## config.mk

```make
export PLATFORM = sky130hd
export DESIGN_NAME = sr_register_bank
export DESIGN_NICKNAME = d
export VERILOG_FILES = /design/src/rtl/sr_register_bank.sv
export SDC_FILE = /design/constraint.sdc
export NUM_CORES = 1
export LEC_CHECK = 0
export ABC_AREA = 1
export BUFFER_PORTS_ARGS = -buffer_cell sky130_fd_sc_hd__buf_2
export CAP_MARGIN = 15
export CORE_MARGIN = 10
export CORE_UTILIZATION = 30
export DETAILED_ROUTE_END_ITERATION = 10
export HOLD_SLACK_MARGIN = 0.12
export PLACE_DENSITY_LB_ADDON = 0.2
export SLEW_MARGIN = 10
export SYNTH_ARGS = -nofsm -noshare
export SYNTH_HDL_FRONTEND = slang
export SYNTH_SLANG_ARGS = --single-unit
```

## constraint.sdc

```tcl
create_clock -name CLK -period 1.3 [get_ports CLK]
set_input_delay 0.13 -clock CLK [delete_from_list [all_inputs] [get_ports CLK]]
set_output_delay 0.13 -clock CLK [all_outputs]
set_load 0.05 [all_outputs]
```

## src/rtl/sr_register_bank.sv

```systemverilog
// rtl/sr_register_bank.sv - multi-bit set/reset flag register with conflict policy and counter
module sr_register_bank #(
  parameter int               WIDTH         = 8,
  parameter int               CONFLICT_MODE = 0,
  parameter logic [WIDTH-1:0] RESET_VALUE   = {WIDTH{1'b0}},
  parameter int               CNT_W         = 8
) (
  input  logic             CLK,
  input  logic             RST,
  input  logic             EN,
  input  logic             LOAD,
  input  logic [WIDTH-1:0] D,
  input  logic [WIDTH-1:0] S,
  input  logic [WIDTH-1:0] R,
  input  logic             CLR_CNT,
  output logic [WIDTH-1:0] Q,
  output logic [WIDTH-1:0] Qn,
  output logic [WIDTH-1:0] CHANGED,
  output logic             CONFLICT,
  output logic [CONFLICT_MODE >= 0 ? CNT_W-1 : CNT_W-1:0] CONFLICT_CNT
);

  localparam logic [1:0] MODE_HOLD   = 2'd0;
  localparam logic [1:0] MODE_SET    = 2'd1;
  localparam logic [1:0] MODE_RESET  = 2'd2;
  localparam logic [1:0] MODE_TOGGLE = 2'd3;
  localparam logic [1:0] MODE        = CONFLICT_MODE[1:0];
  localparam logic [CNT_W-1:0] CNT_MAX = {CNT_W{1'b1}};

  logic [WIDTH-1:0] q_next;
  logic             conflict_eff;

  // Next-state selection: LOAD beats S/R, and S/R only act while EN is high
  always_comb begin
    q_next       = Q;
    conflict_eff = 1'b0;
    if (LOAD) begin
      q_next = D;
    end else if (EN) begin
      conflict_eff = |(S & R);
      for (int i = 0; i < WIDTH; i++) begin
        case ({S[i], R[i]})
          2'b10:   q_next[i] = 1'b1;
          2'b01:   q_next[i] = 1'b0;
          2'b11: begin
            case (MODE)
              MODE_SET:    q_next[i] = 1'b1;
              MODE_RESET:  q_next[i] = 1'b0;
              MODE_TOGGLE: q_next[i] = ~Q[i];
              default:     q_next[i] = Q[i];
            endcase
          end
          default: q_next[i] = Q[i];
        endcase
      end
    end
  end

  // State, change flags, conflict pulse and saturating conflict counter
  always_ff @(posedge CLK) begin
    if (RST) begin
      Q            <= RESET_VALUE;
      CHANGED      <= '0;
      CONFLICT     <= 1'b0;
      CONFLICT_CNT <= '0;
    end else begin
      Q        <= q_next;
      CHANGED  <= q_next ^ Q;
      CONFLICT <= conflict_eff;
      if (CLR_CNT) begin
        CONFLICT_CNT <= '0;
      end else if (conflict_eff && (CONFLICT_CNT != CNT_MAX)) begin
        CONFLICT_CNT <= CONFLICT_CNT + CNT_W'(1);
      end
    end
  end

  assign Qn = ~Q;

endmodule

```

==> results of run 1 <==
registers in the layout (all words and copies together) (netlist names):
name / cells
CONFLICT_CNT: 8
CHANGED: 8
Q: 8
CONFLICT: 1
repair_timing:
action	4_1_cts	5_1_grt
gates resized for setup	0	5
hold endpoints to repair	1	0
endpoints found under the setup margin	0	7
hold buffers	1	0
setup buffers	0	1
cell usage in the layout (no fill, tap or decap), drive strengths merged, types with 3 or more instances in the layout:
cell      count
nand3        19
o21ai        17
nor2         51
clkbuf        4
clkinvlp      7
inv          52
nor3          3
dfxtp        25
ha           17
nand2        52
buf          63
a21oi         6
final cells by class:
cell class,instances,area (um^2),area share
well taps,72,90.1,0.0396
multi-input cells,167,1010,0.443
repair buffers,64,343,0.151
inverters,59,248,0.109
flip-flops and latches,25,542,0.238
clock buffers,4,45.0,0.0198
critical path, delay by kind of cell, from the launching register on:
family / cells / cell delay [ns]
flip-flops: 1 / 0.38
AND/OR/NAND/NOR: 4 / 0.65
AO/OA/AOI/OAI: 1 / 0.05
path summary, 6_finish.rpt:
check	startpoint	endpoint	cells past startpoint
hold reg to reg	CONFLICT_CNT[4]	CONFLICT_CNT[4]	2
setup / recovery	CONFLICT_CNT[4]	CONFLICT_CNT[3]	5
setup reg to reg	CONFLICT_CNT[4]	CONFLICT_CNT[3]	5
hold / removal	D[0]	Q[0]	5
power breakdown:
part	switching (uW)	total, uW	internal, uW	leakage (uW)
clock network	255	475	219	0.0000228
logic	458	654	196	0.000897
registers	33.5	838	804	0.000214
per-stage QoR:
stage / area [um^2] / util / hold WS (ns)
CTS: 2240 / 0.406 / 0.169
global placement: 2180 / 0.396 / 0.400
finish: 2270 / 0.413 / 0.172
detailed placement: 2180 / 0.396 / 0.404
global route: 2270 / 0.413 / 0.171
floorplan: 1790 / - / 0.290
layer usage:
| metal | track usage | vias up |
|---|---|---|
| met4 | 0.0147 | 0 |
| met3 | 0.0416 | 2 |
| met5 | 0 | - |
| li1 | - | 900 |
| met2 | 0.170 | 35 |
| met1 | 0.105 | 691 |
logic make-up (layout without fill, tap and decap cells):
logic type               Yosys count  in the layout  share of synthesized area
AND/OR/NAND/NOR                  125            125                      0.341
buffers and inverters             62            127                      0.145
flip-flops                        25             25                      0.293
AO/OA/AOI/OAI                     24             24                     0.0915
adder cells (fa/ha/maj)           17             17                      0.124
XOR/XNOR                           1              1                    0.00513
==> results.tsv, run 1 <==
metric	value	unit
pre_cts_slack	0.0209	ns
critical_path_class	reg -> reg	
synthFlopType	dfxtp_1	
synth.cell_area	1710	um^2
grt-ovfl-total	0	
wl_met1	1.94	mm
synthArstFlopShare	0	
worst_path_max_delay_cell	dfxtp_2	
gp_congestion	0.810	
ir_worst_vdd	0.497	mV
outcome	completed	
arrival	1.36	ns
die_y	95.5	um
p_per_area	864	nW/um^2
ant_nets	0	
drc_errors	0	
timing.max_cap.violations	0	
relSlewSlack	0.765	
fmax	837	MHz
dp_cells	385	
routed-wl-met3	391	um
yosysTopAreaCell	dfxtp_1	
cts_buffer_depth	2	
max_stage_delay	0.38	ns
antenna_found_initial	0	
grt_pass1_vias	1552	
stdcell_count	391	
ctsHtreeMaxLevel	1	
rsz0062_at_grt	no	
ys_seq_area_frac	0.293	
routed_wl	4.42	mm
cts_buffers	3	
clockRootBuffer	clkbuf_8	
cp_max_fo	6	
synth_top_area_frac	0.293	
fin_crit_sh	0.919	
synth_most_common_cell	inv_1	
leakagePower	0.00113	uW
hold_viol	0	
start_util	0.310	
period_needed	1.19	ns
syn2layout_area_growth	33.1	%
placement.io_buffers	61	
num_vias	1628	
first_pass_iters	4	
setup_violations	0	
synth_cell_types	23	
ff2ff_setup_slack	0.11	ns
start_kind	flop	
io_pins	62	
die_area	9120	um^2
track_usage	0.0959	
fill_cells	587	
synthTopCellsByArea	dfxtp_1, ha_1, inv_1	
endpoint_kind	flop	
drive_gt1_frac	0.382	
cp_cell_sequence	nand2_1 -> nor2_1 -> nand3_4 -> nand3_1 -> a21oi_2	
cts_num_sinks	25	
skew	0.00695	ns
rows	27	
syn_nets	300	
worst_pin_slew	0.352	ns
finalPower	1970	uW
synth_edf_count	0	
core	5510	um^2
setup_tns	0	ns
setup_slack	0.105	ns
final_nets	366	
first_iter_violations	30	
wire_per_inst	11.3	um
synth_cells	254	
yosysWarnings	0	
cts_tree	done	
hpwl	3.56	mm
worstPathRequired	1.47	ns
grt_pass1_wl	7.05	mm
avgSynthCellArea	6.73	um^2
slew_viol_final	0	
synth_seq_cells	25	
clock_latency	0.27	ns
grt_max_degree	18	
antenna_cells	0	
path_clk_slew	0.09	ns
synth_commonest_cells	inv_1, nand2_1, nor2_1	
min_path_type	in -> reg	
die_w	95.5	um
top_layer	met4	
dr_wl_met2	2.07	mm
via_per_inst	4.16	
Power figures use the tool's default switching activity.
==> inputs of run 2 (changes only) <==
--- a/config.mk
+++ b/config.mk
@@ -5,7 +5,7 @@
 export SDC_FILE = /design/constraint.sdc
 export NUM_CORES = 1
 export LEC_CHECK = 0
-export ABC_AREA = 1
+export ABC_AREA = 0
 export BUFFER_PORTS_ARGS = -buffer_cell sky130_fd_sc_hd__buf_2
 export CAP_MARGIN = 15
 export CORE_MARGIN = 10
==> run 2 against run 1 <==
- the flow now finishes with violations (negative setup slack)
- largest power group unchanged
- routed wire length is 2.2% lower
- critical path depth unchanged
- combinational power is 20% higher
- hold slack lost 0.030 ns
- clock skew is 0.0061 ns lower
- critical path type unchanged
==> results.tsv, run 2 <==
metric	value	unit	change
hp-start	D[7]		
rsz0062_at_grt	yes		
synth_top_area_frac	0.340		+0.0476
antenna_cells	0		unchanged
grt_pass1_vias	1529		-1.5%
routed_wl	4.32	mm	-2.2%
worst_path_max_delay_cell	or4_4		
synth.cell_area	1470	um^2	-14%
synth_commonest_cells	nor2_1, dfxtp_1, inv_1		
final_cell_mix	buf_2, buf_4, nor2_1, dfxtp_1, mux2_4		
ys_seq_area_frac	0.340		+0.0476
outcome	complete, but fails checks		
period_needed	1.42	ns	+0.229 ns
endpoint_kind	flop		
cp_cell_sequence	ha_4 -> and3_4 -> nor2b_4 -> or4_4 -> a21oi_2		
worst_pin_slew	0.602	ns	+0.250 ns
synth_edf_count	0		unchanged
reg.largest.list	CHANGED (8), CONFLICT_CNT (8), Q (8)		
arrival	1.64	ns	+0.28 ns
regToRegStartpoint	CONFLICT_CNT[0]		
die_y	90.0	um	-5.7%
reg2reg_depth	5		unchanged
critical_path_class	reg -> reg		
ir_worst_vdd	0.407	mV	-18%
die_area	8100	um^2	-11%
slew_viol_final	0		unchanged
violations	negative setup slack		
setup_slack	-0.123	ns	-0.229 ns
final_nets	304		-17%
wire_per_inst	13.3	um	+18%
crit_family	simple AND/OR/NAND/NOR gates		
yosysTopAreaCell	dfxtp_1		
setup_violations	8		+8
start_kind	flop		
met3_usage	0.0341		-0.00755
start_util	0.311		+0.000874
min_path_type	in -> reg		
first_pass_iters	4		unchanged
final_common_cell	buf_2		
clock_latency	0.27	ns	about the same
drc_errors	0		unchanged
grt_pass1_wl	7.24	mm	+2.7%
synth_seq_cells	25		unchanged
cts_num_sinks	25		unchanged
cts_tree	done		
grt_max_degree	16		-2
synth_cells	166		-35%
drive_gt1_frac	0.626		+0.244
place_area	2250	um^2	+3.3%
syn_nets	212		-29%
track_usage	0.105		+0.00871
min_to	Q[7]		
die_w	90.0	um	-5.7%
fmax	703	MHz	-16%
r2r-end	CONFLICT_CNT[3]		
relSlewSlack	0.596		-0.169
yosysWarnings	0		unchanged
first_iter_violations	48		+60%
cts_buffers	3		unchanged
hpwl	3.34	mm	-6.2%
avgSynthCellArea	8.86	um^2	+32%
synth_most_common_cell	nor2_1		
p_per_area	782	nW/um^2	-9.5%
finalPower	2080	uW	+5.9%
synthFlopType	dfxtp_1		
ff2ff_setup_slack	-0.12	ns	-0.23 ns
ctsHtreeMaxLevel	1		unchanged
max_stage_delay	0.42	ns	+0.04 ns
skew	0.000841	ns	-0.00611 ns
synth_cell_types	30		+30%
clockRootBuffer	clkbuf_8		
worstPathRequired	1.51	ns	+0.04 ns
grt_use_met2	0.180		+0.00993
leakagePower	0.00120	uW	+5.9%
met1_usage	0.119		+0.0140
placement.io_buffers	61		unchanged
gp_congestion	0.758		-6.5%
antenna_found_initial	0		unchanged
syn2layout_area_growth	81.0	%	
grt.busiest_layer	met2		
num_vias	1462		-10%
io_pins	62		unchanged
whs_path_depth	3		-2
final_cell_area	2660	um^2	+17%
synthArstFlopShare	0		unchanged
hold_viol	0		unchanged
cp_max_fo	5		-1
ant_nets	0		unchanged
cts_buffer_depth	2		unchanged
path_clk_slew	0.09	ns	about the same
core	4720	um^2	-14%
grt-ovfl-total	0		unchanged
dp_cells	309		-20%
path_buf_inv	0		unchanged
timing.max_cap.violations	0		unchanged
fin_crit_sh	1.09		+0.176
rows	25		-7.4%
synthTopCellsByArea	dfxtp_1, ha_1, mux2_2		
stdcell_count	324		-17%
via_per_inst	4.51		+8.4%
==> run 2: changes by cell type in the layout (fill, tap and decap cells not counted), moves of 12 or more <==
cell     change
buf_2       -13
nor2_1      -17
inv_1       -39
buf_4       +30
o21ai_2     -12
mux2_4      +15
nand2_1     -49
==> run 2: stage by stage <==
stage               TNS (ns)   util  hold WS (ns)  setup WS (ns)
finish                -0.419  0.563         0.141         -0.123
global route          -0.996  0.563         0.148         -0.187
CTS                   -0.206  0.540         0.132         -0.107
detailed placement     -6.62  0.477         0.403         -0.401
global placement       -6.19  0.477         0.403         -0.390
floorplan              -2.36      -         0.288         -0.267
==> run 2: power by group <==
part / switching [uW] / internal (uW) / total (uW)
Combinational: 440 / 343 / 783
Clock: 253 / 219 / 472
Sequential: 20.6 / 807 / 827
Total: 713 / 1370 / 2080
==> run 2: per-layer routing <==
| layer | up-vias | wire length [um] |
|---|---|---|
| li1 | 746 | - |
| met1 | 667 | 1820 |
| met2 | 45 | 2140 |
| met3 | 4 | 316 |
| met4 | 0 | 44 |
| met5 | - | 0 |
==> run 2: tightest hold or removal path: stages <==
cell     delay (ns)
buf_2          0.10
mux2i_4        0.07
nor2_1         0.07
==> run 2: cell families (layout without fill, tap and decap cells) <==
| family | count (synthesis) | in the layout | share of synthesized area |
|---|---|---|---|
| buf+inv | 25 | 115 | 0.0655 |
| mux | 24 | 24 | 0.177 |
| flops | 25 | 25 | 0.340 |
| compound gates | 18 | 18 | 0.0808 |
| fa+ha+maj | 17 | 17 | 0.145 |
| simple gates | 57 | 58 | 0.192 |
==> run 2: repair_timing <==
| item | CTS | global route |
|---|---|---|
| setup endpoints to repair | 15 | 16 |
| gates cloned | 1 | 0 |
| hold buffers | 1 | 0 |
| endpoints found under the hold margin | 1 | 0 |
| gates resized for setup | 48 | 23 |
| setup buffers | 6 | 3 |
| pin swaps | 2 | 3 |
==> run 2: worst max path at each step <==
stage,startpoint,endpoint,slack (ns),cells after the start
after floorplan,CONFLICT_CNT[1],CONFLICT_CNT[3],-0.27,6
after global placement,R[2],CHANGED[2],-0.39,7
after detailed placement,R[2],CHANGED[2],-0.40,7
after CTS,CONFLICT_CNT[0],CONFLICT_CNT[3],-0.11,5
after global routing,CONFLICT_CNT[1],CONFLICT_CNT[3],-0.19,5
final,CONFLICT_CNT[0],CONFLICT_CNT[3],-0.12,5
==> run 2: final cells by class <==
class | count | area, um^2
flip-flops and latches | 25 | 514
clock buffers | 4 | 45.0
fillers | 433 | 2060
inverters | 18 | 115
well taps | 67 | 83.8
multi-input cells | 117 | 1240
repair buffers | 93 | 661
